File: src/rtl/seq_ctrl.sv
// Multi-cycle sequencer for a Y86-style core: stage enables, status, perf counters.
// Define SEQ_CTRL_PERF_EN to build the cycle and retired-instruction counters.
module seq_ctrl (
  input  logic        clk_i,
  input  logic        rst_i,
  input  logic [3:0]  icode_i,
  input  logic        instr_valid_i,
  input  logic        imem_error_i,
  input  logic        mem_ack_i,
  input  logic        dmem_error_i,
  output logic        f_en_o,
  output logic        d_en_o,
  output logic        e_en_o,
  output logic        w_en_o,
  output logic        pc_en_o,
  output logic        mem_req_o,
  output logic        set_cc_o,
  output logic [2:0]  stat_o,
  output logic [63:0] cycle_cnt_o,
  output logic [63:0] instret_o
);

  localparam logic [3:0] IHALT   = 4'h0;
  localparam logic [3:0] INOP    = 4'h1;
  localparam logic [3:0] IRMMOVQ = 4'h4;
  localparam logic [3:0] IMRMOVQ = 4'h5;
  localparam logic [3:0] IOPQ    = 4'h6;
  localparam logic [3:0] ICALL   = 4'h8;
  localparam logic [3:0] IRET    = 4'h9;
  localparam logic [3:0] IPUSHQ  = 4'hA;
  localparam logic [3:0] IPOPQ   = 4'hB;

  localparam logic [2:0] SAOK = 3'd1;
  localparam logic [2:0] SHLT = 3'd2;
  localparam logic [2:0] SADR = 3'd3;
  localparam logic [2:0] SINS = 3'd4;

  typedef enum logic [2:0] {
    S_FETCH, S_DECODE, S_EXECUTE, S_MEMORY,
    S_WB, S_PCUP, S_HALT, S_FAULT
  } state_e;

  state_e     state_q, state_d;
  logic [3:0] icode_q, icode_d;
  logic [2:0] stat_q, stat_d;
  logic       mem_op;

  assign mem_op = (icode_q == IRMMOVQ) || (icode_q == IMRMOVQ) ||
                  (icode_q == ICALL)   || (icode_q == IRET)    ||
                  (icode_q == IPUSHQ)  || (icode_q == IPOPQ);

  always_ff @(posedge clk_i) begin
    if (rst_i) begin
      state_q <= S_FETCH;
      icode_q <= INOP;
      stat_q  <= SAOK;
    end else begin
      state_q <= state_d;
      icode_q <= icode_d;
      stat_q  <= stat_d;
    end
  end

  always_comb begin
    state_d = state_q;
    icode_d = icode_q;
    stat_d  = stat_q;
    case (state_q)
      S_FETCH: begin
        icode_d = icode_i;
        if (imem_error_i) begin
          state_d = S_FAULT;
          stat_d  = SADR;
        end else if (!instr_valid_i) begin
          state_d = S_FAULT;
          stat_d  = SINS;
        end else if (icode_i == IHALT) begin
          state_d = S_HALT;
          stat_d  = SHLT;
        end else begin
          state_d = S_DECODE;
        end
      end
      S_DECODE:  state_d = S_EXECUTE;
      S_EXECUTE: state_d = mem_op ? S_MEMORY : S_WB;
      S_MEMORY: begin
        if (mem_ack_i) begin
          if (dmem_error_i) begin
            state_d = S_FAULT;
            stat_d  = SADR;
          end else begin
            state_d = S_WB;
          end
        end
      end
      S_WB:    state_d = S_PCUP;
      S_PCUP:  state_d = S_FETCH;
      S_HALT:  state_d = S_HALT;
      S_FAULT: state_d = S_FAULT;
      default: state_d = S_FAULT;
    endcase
  end

  // Reset gates every strobe combinationally so a pending request drops at once.
  always_comb begin
    f_en_o    = 1'b0;
    d_en_o    = 1'b0;
    e_en_o    = 1'b0;
    w_en_o    = 1'b0;
    pc_en_o   = 1'b0;
    mem_req_o = 1'b0;
    set_cc_o  = 1'b0;
    if (!rst_i) begin
      f_en_o    = (state_q == S_FETCH);
      d_en_o    = (state_q == S_DECODE);
      e_en_o    = (state_q == S_EXECUTE);
      w_en_o    = (state_q == S_WB);
      pc_en_o   = (state_q == S_PCUP);
      mem_req_o = (state_q == S_MEMORY);
      set_cc_o  = (state_q == S_EXECUTE) && (icode_q == IOPQ);
    end
  end

  assign stat_o = stat_q;

`ifdef SEQ_CTRL_PERF_EN
  logic [63:0] cyc_q, cyc_d;
  logic [63:0] ir_q, ir_d;

  assign cyc_d = cyc_q + 64'd1;
  assign ir_d  = (state_q == S_PCUP) ? ir_q + 64'd1 : ir_q;

  always_ff @(posedge clk_i) begin
    if (rst_i) begin
      cyc_q <= '0;
      ir_q  <= '0;
    end else begin
      cyc_q <= cyc_d;
      ir_q  <= ir_d;
    end
  end

  assign cycle_cnt_o = cyc_q;
  assign instret_o   = ir_q;
`else
  assign cycle_cnt_o = '0;
  assign instret_o   = '0;
`endif

endmodule
File: config.mk
export PLATFORM = sky130hd
export DESIGN_NAME = seq_ctrl
export DESIGN_NICKNAME = d
export VERILOG_FILES = /design/src/rtl/seq_ctrl.sv
export SDC_FILE = /design/constraint.sdc
export NUM_CORES = 1
export LEC_CHECK = 0
export CORE_MARGIN = 1
export CORE_UTILIZATION = 31
export DETAILED_ROUTE_END_ITERATION = 16
export PLACE_DENSITY = 0.89
export SLEW_MARGIN = 20
export SYNTH_ARGS = -nofsm -noshare
export SYNTH_HDL_FRONTEND = slang
export SYNTH_SLANG_ARGS = --single-unit
File: constraint.sdc
create_clock -name clk_i -period 1.74 [get_ports clk_i]
set_input_delay 0.435 -clock clk_i [delete_from_list [all_inputs] [get_ports clk_i]]
set_output_delay 0.435 -clock clk_i [all_outputs]
set_load 0.005 [all_outputs]
==> results.py <==
metrics = {
    "power": {
        "total_power_uw": 1060,
        "p_per_area_nw_per_um2": 703,
        "ir_drop_mv": 0.232,
        "leakagePower_uw": 0.000829,
    },
    "placement": {
        "io_buffer_count": 19,
        "place_congestion": 0.733,
        "hpwl_um": 2000,
    },
    "global_routing": {
        "antenna_found_initial": 0,
        "grt_max_degree": 12,
        "grt-busiest-layer": "met2",
        "first_global_vias": 733,
        "gr-total-overflow": 0,
        "grt_pass1_wl_um": 3260,
        "grtUsageMet3_pct": 1.66,
        "gr-usage-met2_pct": 14.8,
        "groute.usage.overall_pct": 8.15,
        "met1_usage_pct": 8.98,
    },
    "clock_tree": {
        "cts.htree.levels": 1,
        "cts_tree": "yes",
        "cts_buffer_depth": 2,
        "insertion_delay_ns": 0.24,
        "cts-hold-fix-buffers": 0,
        "cts_root_buf": "clkbuf_8",
        "path_clk_slew_ns": 0.05,
        "cts-buffers-inserted": 3,
        "cts.sinks": 10,
    },
    "outcome": {
        "violations": "setup timing",
        "status": "finished with violations",
    },
    "timing": {
        "fin_crit_ns": 1.76,
        "skew_ns": 0.00108,
        "hold_viol_final": 0,
        "setup_viol": 1,
        "fin_crit_sh_pct": 101,
        "hold-worst-slack_ns": 0.478,
        "setup_ws_ns": -0.0162,
        "fmax_mhz": 569,
        "slew_violations": 0,
        "rsz0062_at_grt": "true",
    },
    "critical_path": {
        "worstSetupPathType": "flop to output pin",
        "crit_arrival_ns": 1.32,
        "endpoint_kind": "output pin",
        "r2r_setup_slack_ns": 0.26,
        "reg2reg_depth": 5,
        "crit_buf_inv": 1,
        "worstSetupPathDepth": 4,
        "worst_path_largest_cell_delay_ns": 0.33,
        "startpoint": "state_q[1]",
        "startpoint_type": "flop",
        "reg2reg_to": "stat_o[2]",
        "critPathTopFamily": "simple AND/OR/NAND/NOR gates",
        "timing.rr.start": "state_q[1]",
        "crit_fanout": 3,
        "slowest_stage": "dfxtp_2",
        "required_ns": 1.30,
        "crit_chain": "or2b_1 -> nor3_2 -> and4_1 -> buf_2",
        "crit_end": "set_cc_o",
    },
    "route": {
        "wire_per_inst_um": 8.10,
        "detail-route-antenna-nets": 0,
        "drc": 0,
        "viasPerCell": 3.31,
        "drt-pass1-iter-count": 4,
        "drtIter0Drc": 24,
        "drt-total-wl_um": 2450,
        "dr_total_vias": 999,
    },
    "flow_run": {
        "cap_violations": 0,
    },
    "die": {
        "start_util_pct": 32.6,
        "fp.dieW_um": 72.9,
        "die_h_um": 72.9,
        "core_um2": 4790,
        "placementRows": 25,
        "fp.dieArea_um2": 5320,
        "ioPinCount": 148,
    },
    "layout": {
        "fin_util_pct": 31.6,
        "fill_cells": 517,
        "drive_gt1_share_pct": 17.4,
        "layout.nets": 246,
        "diodes": 0,
        "syn_to_final_growth_pct": -2.97,
    },
    "logic_synthesis": {
        "synthArstFlopShare_pct": 0,
        "synthCells": 203,
        "synth_edf_count": 0,
        "ys_seq_area_share_pct": 12.8,
        "syn_area_um2": 1560,
        "synthFlopType": "dfxtp_1",
        "synth_top_area_share_pct": 61.6,
        "synth_seq_cells": 10,
        "synth_area_leaders": "buf_4 (62%), dfxtp_1 (13%), nand2_1 (2.2%), nor3_1 (1.9%), nor2_1 (1.7%)",
        "yosysWarningCount": 0,
        "ys_types": 31,
        "syn_area_per_cell_um2": 7.68,
        "yosys.area.top_type": "buf_4",
    },
    "hold_path": {
        "hp-class": "flop to flop",
    },
}
[registers in the layout, summed over array words and instances, names as in the netlist]
name	count
icode_q	4
stat_o	3
state_q	3
[metal layers]
metal / up-vias / wire length [um]
met4: 0 / 24
met1: 458 / 891
met5: - / 0
li1: 457 / -
met3: 4 / 222
met2: 80 / 1310
[cells by family after synthesis]
kind of cell	synth area share [%]
buffers and inverters	64.6
AND/OR/NAND/NOR	13.2
AO/OA/AOI/OAI	8.43
flip-flops	12.8
multiplexers	0.642
other	0.241
[report_power, final]
group / total (uW) / switching [uW] / internal, uW / leakage (uW)
Clock: 294 / 94.4 / 199 / 0.0000288
Sequential: 306 / 33.1 / 272 / 0.0000831
Combinational: 464 / 267 / 197 / 0.000718
[synth_stat cells, types with 2 or more instances]
cell type	count
inv_1	3
a21oi_1	4
dfxtp_1	10
a31oi_1	2
nor3_1	6
nand2_1	9
nor3b_1	2
o31ai_1	2
nand2b_1	4
nor2_1	7
a211oi_1	2
buf_6	2
nand3_1	2
buf_4	128
clkbuf_1	2
nor2b_1	3
[cell type report]
cell class	instances	area, um2	area share (%)
clock buffer	4	55.1	3.64
inverter	3	11.3	0.744
tap	67	83.8	5.54
timing repair buffer	34	273	18.0
multi-input combinational	184	887	58.6
sequential	10	203	13.4
[placed cells by master (no fill, tap or decap), types with 2 or more instances in the layout]
master,synthesis,layout
a211oi_1,2,2
a21oi_1,4,4
buf_2,1,4
buf_4,128,14
clkbuf_2,0,2
clkbuf_8,0,4
clkdlybuf4s50_1,0,7
conb_1,1,128
dfxtp_1,10,8
dfxtp_2,0,2
dlygate4sd2_1,0,5
inv_1,3,2
nand2_1,9,8
nand2b_1,4,4
nand3_1,2,2
nor2_1,7,5
nor2b_1,3,3
nor3_1,6,3
nor3_2,0,3
nor3b_1,2,2
o31ai_1,2,2
[worst min-delay path by stage]
stage                           from         end  slack, ns  depth (start not counted)
after detailed placement   stat_o[1]   stat_o[1]       0.47                          2
after CTS                 icode_q[0]  icode_q[0]       0.48                          2
after global placement     stat_o[1]   stat_o[1]       0.45                          2
after floorplan           icode_q[0]  icode_q[0]       0.44                          2
after global routing      icode_q[0]  icode_q[0]       0.51                          2
final                     icode_q[0]  icode_q[0]       0.48                          2
[metrics by stage]
step,instances,TNS (ns),instance area [um2],setup WS [ns]
finish,302,-0.0162,1510,-0.0162
global route,302,-0.0846,1510,-0.0846
CTS,302,-0.0295,1520,-0.0292
detailed placement,298,-5.21,1430,-0.583
global placement,298,-4.79,1430,-0.547
floorplan,330,0,2040,0.173
[worst register-to-register path, cell delays in order, from the launching register on]
cell     delay (ns)
dfxtp_2        0.32
or3_4          0.41
buf_4          0.18
a21oi_4        0.14
a41oi_4        0.06
a31o_2         0.27
[what timing repair did]
item | CTS | global route
pin swaps | 7 | 4
setup endpoints to repair | 11 | 9
endpoints found under the hold margin | 0 | 0
gates resized for setup | 32 | 11
setup buffers | 0 | 0
Note: power is estimated with default switching activity, not from simulation.
